[src/rtl/seg7_pkg.sv]
// Shared types and constants for the 7-segment readback block.
package seg7_pkg;

    localparam int SEG_W = 7;
    localparam int SUM_W = 8;
    localparam int ERR_W = 4;

    typedef enum logic [1:0] {
        IDLE    = 2'd0,
        PRESS   = 2'd1,
        CAPTURE = 2'd2,
        RELEASE = 2'd3
    } state_t;

    // Active-low patterns, bit0 = A ... bit6 = G
    localparam logic [SEG_W-1:0] SEG_0 = 7'h40;
    localparam logic [SEG_W-1:0] SEG_1 = 7'h79;
    localparam logic [SEG_W-1:0] SEG_2 = 7'h24;
    localparam logic [SEG_W-1:0] SEG_3 = 7'h30;
    localparam logic [SEG_W-1:0] SEG_4 = 7'h19;
    localparam logic [SEG_W-1:0] SEG_5 = 7'h12;
    localparam logic [SEG_W-1:0] SEG_6 = 7'h02;
    localparam logic [SEG_W-1:0] SEG_7 = 7'h78;
    localparam logic [SEG_W-1:0] SEG_8 = 7'h00;
    localparam logic [SEG_W-1:0] SEG_9 = 7'h10;
    localparam logic [SEG_W-1:0] SEG_A = 7'h08;
    localparam logic [SEG_W-1:0] SEG_B = 7'h03;
    localparam logic [SEG_W-1:0] SEG_C = 7'h46;
    localparam logic [SEG_W-1:0] SEG_D = 7'h21;
    localparam logic [SEG_W-1:0] SEG_E = 7'h06;
    localparam logic [SEG_W-1:0] SEG_F = 7'h0E;

endpackage

[src/rtl/seg7_to_hex.sv]
// Combinational 7-segment pattern to hex digit decoder.
module seg7_to_hex
    import seg7_pkg::*;
(
    input  logic [SEG_W-1:0] seg,
    output logic [3:0]       digit,
    output logic             ok
);

    always_comb begin
        digit = 4'h0;
        ok    = 1'b1;
        unique case (seg)
            SEG_0:   digit = 4'h0;
            SEG_1:   digit = 4'h1;
            SEG_2:   digit = 4'h2;
            SEG_3:   digit = 4'h3;
            SEG_4:   digit = 4'h4;
            SEG_5:   digit = 4'h5;
            SEG_6:   digit = 4'h6;
            SEG_7:   digit = 4'h7;
            SEG_8:   digit = 4'h8;
            SEG_9:   digit = 4'h9;
            SEG_A:   digit = 4'hA;
            SEG_B:   digit = 4'hB;
            SEG_C:   digit = 4'hC;
            SEG_D:   digit = 4'hD;
            SEG_E:   digit = 4'hE;
            SEG_F:   digit = 4'hF;
            default: ok    = 1'b0;
        endcase
    end

endmodule

[src/rtl/seg7_reader.sv]
// Debounced capture of a 7-segment pattern into digit, running sum and error flags.
// Define ERR_COUNT_EN to build the saturating ERR_CNT counter.
module seg7_reader
    import seg7_pkg::*;
#(
    parameter int DEBOUNCE_CYCLES = 500000
) (
    input  logic             CLOCK_50,
    input  logic             RST_N,
    input  logic [SEG_W-1:0] SW,
    input  logic             KEY1,
    output logic [3:0]       VALUE,
    output logic             VALID,
    output logic             ERROR,
    output logic [SUM_W-1:0] SUM,
    output logic [ERR_W-1:0] ERR_CNT
);

    localparam int         CNT_W = 20;
    localparam logic [CNT_W-1:0] LAST = CNT_W'(DEBOUNCE_CYCLES - 1);

    logic [1:0]       key_q;
    logic [SEG_W-1:0] sw_q;
    logic [SEG_W-1:0] sw_s;
    logic             key_s;

    state_t           state;
    state_t           state_n;
    logic [CNT_W-1:0] cnt;
    logic [CNT_W-1:0] cnt_n;

    logic [3:0]       dig;
    logic             dig_ok;

    assign key_s = key_q[1];

    // Synchronisers idle at "released key, blank display"
    always_ff @(posedge CLOCK_50 or negedge RST_N) begin
        if (!RST_N) begin
            key_q <= 2'b11;
            sw_q  <= '1;
            sw_s  <= '1;
        end else begin
            key_q <= {key_q[0], KEY1};
            sw_q  <= SW;
            sw_s  <= sw_q;
        end
    end

    always_comb begin
        state_n = state;
        cnt_n   = cnt;
        unique case (state)
            IDLE: begin
                cnt_n = '0;
                if (!key_s) state_n = PRESS;
            end
            PRESS: begin
                if (key_s) begin
                    state_n = IDLE;
                    cnt_n   = '0;
                end else if (cnt == LAST) begin
                    state_n = CAPTURE;
                    cnt_n   = '0;
                end else begin
                    cnt_n = cnt + 1'b1;
                end
            end
            CAPTURE: begin
                state_n = RELEASE;
                cnt_n   = '0;
            end
            RELEASE: begin
                if (!key_s) begin
                    cnt_n = '0;
                end else if (cnt == LAST) begin
                    state_n = IDLE;
                    cnt_n   = '0;
                end else begin
                    cnt_n = cnt + 1'b1;
                end
            end
            default: begin
                state_n = IDLE;
                cnt_n   = '0;
            end
        endcase
    end

    always_ff @(posedge CLOCK_50 or negedge RST_N) begin
        if (!RST_N) begin
            state <= IDLE;
            cnt   <= '0;
        end else begin
            state <= state_n;
            cnt   <= cnt_n;
        end
    end

    seg7_to_hex u_dec (
        .seg   (sw_s),
        .digit (dig),
        .ok    (dig_ok)
    );

    always_ff @(posedge CLOCK_50 or negedge RST_N) begin
        if (!RST_N) begin
            VALUE <= '0;
            VALID <= 1'b0;
            ERROR <= 1'b0;
            SUM   <= '0;
        end else begin
            VALID <= 1'b0;
            if (state == CAPTURE) begin
                if (dig_ok) begin
                    VALUE <= dig;
                    SUM   <= SUM + {{(SUM_W-4){1'b0}}, dig};
                    ERROR <= 1'b0;
                    VALID <= 1'b1;
                end else begin
                    ERROR <= 1'b1;
                end
            end
        end
    end

`ifdef ERR_COUNT_EN
    logic [ERR_W-1:0] err_cnt;

    always_ff @(posedge CLOCK_50 or negedge RST_N) begin
        if (!RST_N) begin
            err_cnt <= '0;
        end else if (state == CAPTURE && !dig_ok && err_cnt != '1) begin
            err_cnt <= err_cnt + 1'b1;
        end
    end

    assign ERR_CNT = err_cnt;
`else
    assign ERR_CNT = '0;
`endif

endmodule

[config.mk]
export PLATFORM = sky130hd
export DESIGN_NAME = seg7_reader
export DESIGN_NICKNAME = d
export VERILOG_FILES = /design/src/rtl/seg7_pkg.sv /design/src/rtl/seg7_to_hex.sv /design/src/rtl/seg7_reader.sv
export SDC_FILE = /design/constraint.sdc
export NUM_CORES = 1
export LEC_CHECK = 0
export ABC_AREA = 1
export CORE_AREA = 2 2 105 67
export CTS_BUF_LIST = sky130_fd_sc_hd__clkbuf_4 sky130_fd_sc_hd__clkbuf_8
export CTS_CLUSTER_SIZE = 16
export DETAILED_ROUTE_END_ITERATION = 7
export DIE_AREA = 0 0 107 69
export GPL_TIMING_DRIVEN = 0
export PLACE_DENSITY = 0.67
export SETUP_SLACK_MARGIN = 0.5
export SLEW_MARGIN = 0
export SYNTH_ARGS = -nofsm -noshare
export SYNTH_HDL_FRONTEND = slang
export SYNTH_HIERARCHICAL = 1
export SYNTH_SLANG_ARGS = --single-unit
[constraint.sdc]
create_clock -name CLOCK_50 -period 2.9 [get_ports CLOCK_50]
set_clock_uncertainty 0.1 [all_clocks]
set_input_delay 0.58 -clock CLOCK_50 [delete_from_list [all_inputs] [get_ports CLOCK_50]]
set_output_delay 0.58 -clock CLOCK_50 [all_outputs]
set_load 0.01 [all_outputs]
==> qor.log, run 1 <==
INFO  yosys          ff_latch_count_synth=52
INFO  floorplan      ios=28
INFO  critical_path  ff2ff_path_depth=14
INFO  power          power.switching_fraction=24.9%
INFO  clock_tree     cts_buffers=5
INFO  outcome        status=completed
INFO  yosys          sequential_element_share_of_the_synthesized_area=47.1%
INFO  sta            layout_worst_path_cycle_share=82.2%
INFO  placed_design  post-dp-hpwl=4130um
INFO  finish         n_fill_cell=597
INFO  critical_path  regToRegStartpoint=sw_s[0]
INFO  drt            route.final.wire_length=5610um
INFO  finish         finalCoreUtilization=55.1%
INFO  sta            tns=0ps
INFO  drt            avgViaCountPerCell=4.52
INFO  critical_path  worstSetupStartpointType=register
INFO  critical_path  regToRegEndpoint=SUM[4]
INFO  global_routing first_global_vias=2,024
INFO  clock_tree     cts-root-to-sink-buffers=2
INFO  placed_design  post_dp_cell_area=3170um2
INFO  placed_design  detailedPlace.worstSlack=380ps
INFO  critical_path  arrival=2490ps
INFO  clock_tree     clk-insertion-delay-late=310ps
INFO  critical_path  worst-path-max-fanout=4
INFO  floorplan      die_w=107um
INFO  global_routing global_route.overflow_total=0
INFO  critical_path  critPathKind=register to register
INFO  power          share_seq_of_total_power=59.7%
INFO  sta            rsz0062_at_grt=yes
INFO  finish         layout_cell_share_with_drive_strength_beyond_1=26.8%
INFO  sta            setup_violations=0
INFO  global_routing globalRouteTotalUtil=15.9%
INFO  finish         final_area=3540um2
INFO  global_routing grt_antenna_before_repair=0
INFO  clock_tree     htreeDepth=2
INFO  floorplan      floorplan.die.height=69um
INFO  drt            drt_iter0_markers=100
INFO  critical_path  worstSetupEndpointType=register
INFO  floorplan      initial_utilization=43.7%
INFO  floorplan      core-area=6420um2
INFO  yosys          ys.flop_type=dfrtp_1
INFO  yosys          async_flop_share=100%
INFO  power          worst_ir_drop_vdd=0.186mV
INFO  floorplan      number_of_rows_created_at_floorplan=23
INFO  global_routing pin_count_of_the_biggest_net_entering_global_routing=38
INFO  critical_path  worstPathRequired=3010ps
INFO  global_routing first_pass_grt_wire_length=9460um
INFO  finish         antenna_cells_inserted=0
INFO  yosys          syn_inst=361
INFO  drt            drcViolationCount=0
INFO  power          share_of_total_power_in_the_clock_network=32.4%
INFO  clock_tree     cts-hold-fix-buffers=0
INFO  yosys          synthesis.yosys.warnings=6
INFO  placed_design  gpl.final_weighted_congestion=0.925
INFO  min_path       holdCritPathClass=primary input to async pin
INFO  sta            whs=70.6ps
INFO  sta            timing_hold_violations_final=0
INFO  drt            final_antenna_net_count=0
INFO  critical_path  cell_by_cell_trace_of_the_critical_path=inv_2, nand2_4, nor2_2, nand2_1, nand2_2, nor2_4, nand2_2, ha_4, fa_2, inv_2, nor2_4, o21ai_4, xor2_1, inv_1
INFO  yosys          syn_avg_cell_area=7.76um2
INFO  clock_tree     worst_setup_hold_path_clk_slew=100ps
INFO  sta            timing.fmax=420MHz
INFO  critical_path  worst-r2r-setup-slack=520ps
INFO  critical_path  worst_path_largest_cell_delay=610ps
INFO  drt            detailedRoute.firstPassIterationCount=4
INFO  yosys          synth.lib_cells_used.distinct=31
INFO  sta            final_worst_path_period_need=2380ps
INFO  sta            min_setup_slack_post_route=517ps
INFO  clock_tree     cts.root.buffer_cell=clkbuf_8
INFO  clock_tree     clock_sink_count=52
INFO  sta            pins_over_their_slew_limit=0
INFO  power          p_int=0.956mW
INFO  job            cap_viol_max_count=0
INFO  floorplan      die-area=7380um2
INFO  power          switchingPower=0.316mW
INFO  clock_tree     tritoncts=yes
INFO  power          comb_power_share=7.9%
INFO  finish         area_growth=26.2%
INFO  critical_path  cpMaxStageDelayCell=dfstp_2
INFO  yosys          synthesis.area=2800um2
INFO  yosys          synth_enable_flop_cells=0
INFO  power          power-per-cell-area=360nW/um2
INFO  drt            via_count=2,229
INFO  placed_design  port_buffers=23
INFO  power          p_leak=1.56nW
INFO  finish         filler_free_cell_count_of_the_finished_design=493
INFO  placed_design  placedCellCount=475
INFO  power          total_power=1.27mW
INFO  drt            routedWlPerCell=11.4um
INFO  finish         fin_nets=421
-- power groups by stage --
stage          clock network (mW)  logic, mW  registers, mW
6_report                    0.413      0.100          0.759
5_1_grt                     0.474      0.113          0.762
4_1_cts                     0.431     0.0851          0.758
3_5_place_dp                    0     0.0827          0.771
3_3_place_gp                    0     0.0790          0.770
2_1_floorplan                   0     0.0444          0.769
-- layer usage --
layer | part of all wire, % | vias up | track usage, %
met3 | 4.4 | 5 | 3.31
met4 | 0.86 | 0 | 3.90
li1 | - | 1176 | -
met2 | 40 | 42 | 20.7
met1 | 55 | 1006 | 26.2
met5 | 0 | - | 0
-- cells in the final DEF, fill, tap and decap left out, types with 2 or more instances in the layout --
master           synthesis  layout
nand2_1                119     109
nor2_1                  67      58
dfrtp_1                 36      36
inv_1                   33      26
clkdlybuf4s50_1          0      22
dfstp_2                 16      16
nand2_2                  7      15
buf_4                    5      15
nand3_1                 17      14
nor2_2                  10      13
nor2_4                   3       9
xor2_1                   9       9
inv_2                    3       8
xnor2_1                  5       5
clkbuf_8                 0       5
nand4_1                  4       4
ha_4                     0       4
conb_1                   1       4
o21ai_0                  3       3
nand3_4                  1       3
clkinvlp_4               0       3
nand2_4                  1       3
buf_6                    2       2
nand3_2                  1       2
nor3_2                   1       2
-- Yosys cell counts (2+ instances only) --
cell       n  area (um2)
nand4_1    4        25.0
buf_4      5        37.5
dfstp_2   16         420
xor2_1     9        78.8
o21ai_0    3        15.0
buf_6      2        22.5
xnor2_1    5        43.8
nor3_1     2        10.0
inv_1     33         124
nand2_1  119         447
nor2_2    10        62.6
a21oi_1    2        10.0
nor2_1    67         251
nand2_2    7        43.8
inv_2      3        11.3
ha_1       5        62.6
o21ai_1    2        10.0
nor2_4     3        33.8
dfrtp_1   36         901
nand3_1   17        85.1
-- area by class of cell --
| class | count | area (um2) | area share [%] |
|---|---|---|---|
| Clock buffer | 5 | 68.8 | 1.94 |
| Buffer | 7 | 60.1 | 1.70 |
| Timing Repair Buffer | 34 | 320 | 9.05 |
| Clock inverter | 3 | 18.8 | 0.530 |
| Sequential cell | 52 | 1320 | 37.3 |
| Tap cell | 87 | 109 | 3.08 |
| Multi-Input combinational cell | 269 | 1500 | 42.4 |
| Inverter | 36 | 141 | 4.00 |
-- critical path: cells and delay by family (launching register included) --
kind	cells	cell delay, ps
simple gates	7	500
fa+ha+maj	2	560
xor+xnor	1	160
flops	1	610
compound gates	1	160
buf+inv	3	190
-- what timing repair did --
item,CTS,global route
resized for setup,6,46
pin swaps,0,12
endpoints found under the setup margin,2,5
buffers inserted,1,9
-- how the worst max path moves through the flow --
stage	end	start	slack, ps
after floorplan	SUM[4]	sw_s[2]	620
after global placement	cnt[9]	RST_N	-360
after detailed placement	SUM[6]	sw_s[2]	380
after CTS	SUM[4]	sw_s[4]	500
after global routing	SUM[4]	sw_s[0]	340
final	SUM[4]	sw_s[0]	520
-- kinds of logic after synthesis --
family	count (synthesis)	synth area share (%)
AOI/OAI and AO/OA	8	1.56
xor gates and xnor gates	14	4.38
adders and majority gates	6	2.95
buffers and inverters	43	6.96
DFF	52	47.1
other	1	0.134
and+or+nand+nor	237	36.9
-- sequential cells by signal (all words and copies together) (netlist names), named ones only --
name	count
ERROR	1
SUM	8
VALID	1
VALUE	4
cnt	20
key_q	2
state	1
sw_q	7
sw_s	7
Note: power is estimated with default switching activity, not from simulation.
==> run 2, diff against run 1 <==
- clock period: 2.9 -> 2.4 ns (I/O delays scaled with it)
==> run 2 against run 1 <==
  * Maximum frequency shrank 0.50%
  * Utilization grew 4.6 points
  * Final area grew 8.4%
  * Final cell count grew 4.5%
  * Hold slack gained 180 ps
  * Critical path depth is the same
  * Combinational power grew 43%
  * Register-to-register slack lost 510 ps
  * Via count grew 8.2%
  * Setup slack lost 510 ps
  * Sequential share of layout area shrank 2.9 points
  * Global-route usage grew 2.0 points
  * Critical path type unchanged
==> qor.log, run 2 (synthesis results as in run 1) <==
INFO  sta            setup_violations=0 [unchanged]
INFO  sta            final_worst_path_period_need=2390ps [+11.9 ps]
INFO  global_routing global_route.overflow_total=0 [unchanged]
INFO  outcome        status=completed
INFO  global_routing first_global_vias=2,162 [+6.8%]
INFO  sta            layout_worst_path_cycle_share=99.8% [+18 points]
INFO  placed_design  port_buffers=23 [unchanged]
INFO  floorplan      die-area=7380um2 [unchanged]
INFO  sta            tns=0ps [unchanged]
INFO  global_routing grt_antenna_before_repair=0 [unchanged]
INFO  sta            rsz0062_at_grt=yes
INFO  clock_tree     worst_setup_hold_path_clk_slew=100ps [about the same]
INFO  sta            pins_over_their_slew_limit=0 [unchanged]
INFO  finish         fin_nets=443 [+5.2%]
INFO  drt            met3RoutedLength=281um [+15%]
INFO  global_routing first_pass_grt_wire_length=10,400um [+10%]
INFO  drt            routedWlPerCell=12.9um [+14%]
INFO  power          power.switching_fraction=24.9% [+0.060 points]
INFO  floorplan      initial_utilization=43.7% [unchanged]
INFO  drt            routedLengthMet1=3370um [+10%]
INFO  floorplan      core-area=6420um2 [unchanged]
INFO  critical_path  worst_path_largest_cell_delay=610ps [about the same]
INFO  power          share_seq_of_total_power=57.5% [-2.2 points]
INFO  drt            final_antenna_net_count=0 [unchanged]
INFO  critical_path  worstSetupEndpointType=register
INFO  critical_path  worstPathBufferInverterCount=3 [unchanged]
INFO  critical_path  critPathKind=register to register
INFO  drt            drt_iter0_markers=134 [+34%]
INFO  finish         area_used_by_sequential_logic_in_the_layout=1320um2 [about the same]
INFO  floorplan      ios=28 [unchanged]
INFO  critical_path  crit_family=flip-flops
INFO  finish         area_growth=36.9%
INFO  sta            timing.fmax=418MHz [-0.50%]
INFO  critical_path  cell_by_cell_trace_of_the_critical_path=inv_2, nand2_4, nor2_4, nand2_2, o21ai_2, nor2_1, nand2_2, ha_4, fa_2, inv_2, nor2_4, o21ai_4, xor2_1, inv_1
INFO  power          share_of_total_power_in_the_clock_network=33.5% [+1.1 points]
INFO  critical_path  worstSetupStartpointType=register
INFO  finish         layout_cell_share_with_drive_strength_beyond_1=35.7% [+8.9 points]
INFO  power          p_int=1.20mW [+25%]
INFO  finish         n_fill_cell=550 [-7.9%]
INFO  floorplan      number_of_rows_created_at_floorplan=23 [unchanged]
INFO  finish         multiInputGateArea=1590um2 [+6.0%]
INFO  power          worst_ir_drop_vdd=0.227mV [+22%]
INFO  global_routing globalRouteTotalUtil=17.9% [+2.0 points]
INFO  floorplan      floorplan.die.height=69um [unchanged]
INFO  floorplan      die_w=107um [unchanged]
INFO  power          comb_power_share=9.0% [+1.1 points]
INFO  min_path       hold_path.startpoint=sw_q[4]
INFO  placed_design  gpl.final_weighted_congestion=0.892 [-3.6%]
INFO  placed_design  placedCellCount=475 [unchanged]
INFO  critical_path  regToRegStartpoint=sw_s[0]
INFO  drt            detailedRoute.firstPassIterationCount=4 [unchanged]
INFO  clock_tree     tritoncts=yes
INFO  critical_path  worst_setup_path_startpoint=sw_s[0]
INFO  finish         largest-register=cnt
INFO  drt            dr_wl_met2=2930um [+31%]
INFO  finish         largest_register_ff_count=20 [unchanged]
INFO  clock_tree     clk-insertion-delay-late=310ps [about the same]
INFO  drt            drcViolationCount=0 [unchanged]
INFO  drt            topRoutingLayerUsed=met4
INFO  finish         filler_free_cell_count_of_the_finished_design=515 [+4.5%]
INFO  finish         mostFrequentLayoutCell=nand2_1
INFO  drt            route.final.wire_length=6650um [+19%]
INFO  finish         antenna_cells_inserted=0 [unchanged]
INFO  critical_path  worstPathRequired=2500ps [-510 ps]
INFO  sta            whs=253ps [+183 ps]
INFO  finish         finalCoreUtilization=59.8% [+4.6 points]
INFO  critical_path  cpMaxStageDelayCell=dfstp_2
INFO  global_routing pin_count_of_the_biggest_net_entering_global_routing=40 [+5.3%]
INFO  drt            via_count=2,411 [+8.2%]
INFO  critical_path  worst-path-max-fanout=4 [unchanged]
INFO  drt            avgViaCountPerCell=4.68 [+3.5%]
INFO  clock_tree     cts-root-to-sink-buffers=2 [unchanged]
INFO  power          power-per-cell-area=416nW/um2 [+16%]
INFO  finish         largest_regs=cnt (20), SUM (8)
INFO  finish         mostFrequentLayoutCells=96 x nand2_1, 58 x nor2_1, 35 x dfrtp_1
INFO  clock_tree     cts.root.buffer_cell=clkbuf_8
INFO  sta            timing_hold_violations_final=0 [unchanged]
INFO  power          switchingPower=0.397mW [+26%]
INFO  min_path       holdCritPathClass=register to register
INFO  clock_tree     clock_sink_count=52 [unchanged]
INFO  clock_tree     cts_buffers=5 [unchanged]
INFO  clock_tree     htreeDepth=2 [unchanged]
INFO  critical_path  arrival=2500ps [about the same]
INFO  job            cap_viol_max_count=0 [unchanged]
INFO  power          p_leak=1.77nW [+14%]
INFO  placed_design  post-dp-hpwl=4390um [+6.3%]
==> run 2: changes by cell type in the layout (fill, tap and decap cells not counted), moves of 3 or more <==
cell     previous run  this run
nand2_1           109        96
inv_1              26        23
nor2_4              9        12
buf_6               2         8
nor2_2             13        10
buf_4              15        30
nand2_2            15        26
inv_2               8        11
nand3_2             2         5
nand3_1            14        10
==> run 2: what timing repair did <==
item                                    CTS  global route
setup buffers                            17            13
endpoints found under the hold margin     5             0
gates resized for setup                  35            45
gates cloned                              1             0
hold buffers                              1             0
pin swaps                                15            31
endpoints found under the setup margin   17            18
==> run 2: final timing paths <==
kind,slack [ps],depth (start not counted),endpoint
min in group asynchronous,480,2,VALUE[2]
setup / recovery,5,14,SUM[4]
hold reg to reg,250,0,sw_s[4]
hold / removal,250,0,sw_s[4]
setup reg to reg,5,14,SUM[4]
max in group asynchronous,1140,3,key_q[0]
==> run 2: power by group through the flow <==
stage / clock network, mW / logic, mW / registers [mW]
global placement: 0 / 0.100 / 0.932
global route: 0.590 / 0.156 / 0.920
floorplan: 0 / 0.0572 / 0.930
finish: 0.534 / 0.143 / 0.918
CTS: 0.554 / 0.122 / 0.917
detailed placement: 0 / 0.104 / 0.933
==> run 2: per-stage QoR <==
step,total power [mW],area (um2),setup slack [ps]
6_report,1.60,3840,5.22
5_1_grt,1.67,3840,-114
4_1_cts,1.59,3580,63.1
3_5_place_dp,1.04,3220,-28.4
3_3_place_gp,1.03,3200,-794
2_1_floorplan,0.988,2860,218
==> run 2: worst reg2reg max path, delay by kind of cell, from the launching register on <==
kind | cells | cell delay (ps)
adder cells (fa/ha/maj) | 2 | 520
buffers and inverters | 3 | 190
AND/OR/NAND/NOR | 6 | 470
XOR/XNOR | 1 | 160
AO/OA/AOI/OAI | 2 | 240
flip-flops | 1 | 610
==> run 2: layout make-up <==
class,instances,area share (%)
Timing Repair Buffer,56,13.3
Tap cell,87,2.84
Inverter,36,3.72
Clock buffer,6,2.15
Clock inverter,2,0.391
Sequential cell,52,34.5
Multi-Input combinational cell,269,41.4
Buffer,7,1.66
==> run 2: per-layer routing <==
| layer | vias to the layer above | GRT usage (%) |
|---|---|---|
| li1 | 1218 | - |
| met1 | 1141 | 27.6 |
| met2 | 45 | 25.5 |
| met3 | 7 | 4.26 |
| met4 | 0 | 3.46 |
| met5 | - | 0 |
==> run 3, diff against run 2 <==
- CELL_PAD_IN_SITES_DETAIL_PLACEMENT: default -> 0
- CELL_PAD_IN_SITES_GLOBAL_PLACEMENT: default -> 1
- CORE_AREA: 2 2 105 67 -> 2 2 107 67
- DIE_AREA: 0 0 107 69 -> 0 0 109 69
- PLACE_DENSITY: 0.67 -> 0.84
- SETUP_SLACK_MARGIN: 0.5 -> default
==> run 3 against run 2 <==
  * Via count down 6.1%
  * Non-clock buffer count down 29
  * Clock power down 0.7%
  * Critical endpoint is now SUM[6]
  * Highest routed layer unchanged
==> qor.log, run 3 (synthesis results as in run 1) <==
INFO  clock_tree     worst_setup_hold_path_clk_slew=100ps [about the same]
INFO  clock_tree     cts-root-to-sink-buffers=2 [unchanged]
INFO  power          power-per-cell-area=461nW/um2 [+11%]
INFO  power          p_leak=1.53nW [-14%]
INFO  finish         antenna_cells_inserted=0 [unchanged]
INFO  job            cap_viol_max_count=0 [unchanged]
INFO  global_routing globalRouteTotalUtil=15.7% [-2.1 points]
INFO  drt            drt_iter0_markers=138 [+3.0%]
INFO  floorplan      initial_utilization=42.9% [-0.77 points]
INFO  floorplan      die_w=109um [+1.9%]
INFO  critical_path  worstSetupStartpointType=register
INFO  finish         layout_cell_share_with_drive_strength_beyond_1=21.6% [-14 points]
INFO  global_routing pin_count_of_the_biggest_net_entering_global_routing=34 [-15%]
INFO  placed_design  post_dp_cell_area=3170um2 [-1.5%]
INFO  critical_path  worst-path-max-fanout=5 [+1]
INFO  floorplan      ios=28 [unchanged]
INFO  floorplan      die-area=7520um2 [+1.9%]
INFO  floorplan      number_of_rows_created_at_floorplan=23 [unchanged]
INFO  finish         filler_free_cell_count_of_the_finished_design=486 [-5.6%]
INFO  global_routing first_global_vias=2,039 [-5.7%]
INFO  floorplan      core-area=6530um2 [+1.8%]
INFO  critical_path  critPathKind=register to register
INFO  critical_path  worst_setup_path_startpoint=sw_s[4]
INFO  sta            tns=0ps [unchanged]
INFO  finish         area_growth=20.3%
INFO  finish         largest_register_ff_count=20 [unchanged]
INFO  critical_path  worstPathRequired=2500ps [about the same]
INFO  finish         multiInputGateArea=1380um2 [-13%]
INFO  sta            setup_violations=0 [unchanged]
INFO  placed_design  placedCellCount=475 [unchanged]
INFO  clock_tree     tritoncts=yes
INFO  placed_design  port_buffers=23 [unchanged]
INFO  finish         n_fill_cell=610 [+11%]
INFO  finish         finalCoreUtilization=51.6% [-8.2 points]
INFO  sta            relSlewSlack=66.2%
INFO  drt            detailedRoute.firstPassIterationCount=4 [unchanged]
INFO  finish         mostFrequentLayoutCells=116 x nand2_1, 63 x nor2_1, 36 x dfrtp_1
INFO  placed_design  post-dp-hpwl=4210um [-4.2%]
INFO  finish         largest-register=cnt
INFO  global_routing global_route.overflow_total=0 [unchanged]
INFO  critical_path  arrival=2470ps [-30 ps]
INFO  outcome        status=completed
INFO  clock_tree     cts-hold-fix-buffers=0 [-1]
INFO  min_path       holdCritPathClass=primary input to async pin
INFO  critical_path  ff2ff_path_depth=15 [+1]
INFO  critical_path  regToRegStartpoint=sw_s[4]
INFO  drt            avgViaCountPerCell=4.66 [-0.49%]
INFO  finish         mostFrequentLayoutCell=nand2_1
INFO  global_routing first_pass_grt_wire_length=9430um [-9.7%]
INFO  sta            layout_worst_path_cycle_share=98.8% [-1.0 points]
INFO  drt            drcViolationCount=0 [unchanged]
INFO  global_routing grt_antenna_before_repair=0 [unchanged]
INFO  sta            rsz0062_at_grt=yes
INFO  drt            route.final.wire_length=5650um [-15%]
INFO  drt            routedWlPerCell=11.6um [-9.9%]
INFO  clock_tree     clock_sink_count=52 [unchanged]
INFO  sta            final_worst_path_period_need=2370ps [-24.3 ps]
INFO  finish         fin_nets=414 [-6.5%]
INFO  drt            final_antenna_net_count=0 [unchanged]
INFO  critical_path  worst-r2r-setup-slack=30ps [+20 ps]
INFO  finish         final_area=3370um2 [-12%]
INFO  clock_tree     cts.root.buffer_cell=clkbuf_8
INFO  clock_tree     cts_buffers=5 [unchanged]
INFO  clock_tree     clk-insertion-delay-late=300ps [about the same]
INFO  placed_design  gpl.final_weighted_congestion=0.904 [+1.3%]
INFO  critical_path  worstSetupEndpointType=register
INFO  sta            pins_over_their_slew_limit=0 [unchanged]
INFO  sta            timing_hold_violations_final=0 [unchanged]
INFO  power          worst_ir_drop_vdd=0.231mV [+1.8%]
INFO  finish         area_used_by_sequential_logic_in_the_layout=1320um2 [about the same]
INFO  clock_tree     htreeDepth=2 [unchanged]
INFO  floorplan      floorplan.die.height=69um [unchanged]
INFO  critical_path  regToRegEndpoint=SUM[6]
INFO  sta            timing.fmax=422MHz [+1.0%]
INFO  drt            via_count=2,264 [-6.1%]
INFO  finish         largest_regs=cnt (20), SUM (8)
INFO  sta            tightestPinTransition=507ps
==> run 3: changes by cell type in the layout (fill, tap and decap cells not counted), moves of 4 or more <==
| cell | change |
|---|---|
| buf_4 | -22 |
| nand2_1 | +20 |
| nand2_2 | -16 |
| nor2_4 | -8 |
| buf_6 | -6 |
| nand3_1 | +5 |
| nor2_1 | +5 |
| inv_1 | +4 |
| nand2_4 | -4 |
==> run 3: worst max-delay path by stage <==
| stage | to | slack, ps |
|---|---|---|
| CTS | SUM[5] | 20 |
| global route | SUM[6] | -110 |
| floorplan | SUM[4] | 120 |
| global placement | cnt[1] | -810 |
| finish | SUM[6] | 30 |
| detailed placement | SUM[6] | -90 |
==> run 3: worst max-delay path, stage by stage, from the launching register on <==
cell      delay, ps
dfstp_2         540
inv_1            70
nand2_2         100
nor2_4           60
nand2_2         100
o21ai_1          60
nor2_1          100
nand2_1         110
ha_4            180
fa_2            360
inv_2            60
nor2_2           40
o21ai_2         180
nor2_2           60
nand3b_1         80
nand2_1          60
==> run 3: cell type report <==
| class | count | share of cell area (%) |
|---|---|---|
| buffer | 7 | 1.78 |
| clock buffer | 7 | 2.67 |
| clock inverter | 1 | 0.186 |
| inverter | 36 | 4.01 |
| multi-input combinational | 269 | 41.0 |
| sequential | 52 | 39.2 |
| tap | 87 | 3.23 |
| timing repair buffer | 27 | 7.94 |
==> run 3: per-layer routing <==
layer / share of wire [%] / up-vias / global-route usage, %
met2: 43 / 41 / 22.6
met1: 51 / 1053 / 24.1
li1: - / 1163 / -
met3: 4.6 / 7 / 3.41
met4: 0.74 / 0 / 3.42
met5: 0 / - / 0
==> run 3: through the flow <==
step | hold WS [ps] | total power [mW] | setup slack (ps)
finish | 29.9 | 1.55 | 29.5
floorplan | 84.4 | 0.983 | 124
detailed placement | 247 | 1.03 | -93.8
CTS | 37.3 | 1.57 | 18.7
global placement | 246 | 1.03 | -813
global route | 56.0 | 1.63 | -107
==> run 3: what timing repair did <==
action,in CTS,in global routing
cloned,0,0
setup endpoints to repair,2,5
setup buffers,0,3
pin swaps,0,6
gates resized for setup,4,20
==> run 3: report_power, final <==
part	internal (mW)	switching, mW	total [mW]
Clock	0.247	0.283	0.530
Combinational	0.0426	0.0645	0.107
Sequential	0.903	0.0134	0.916
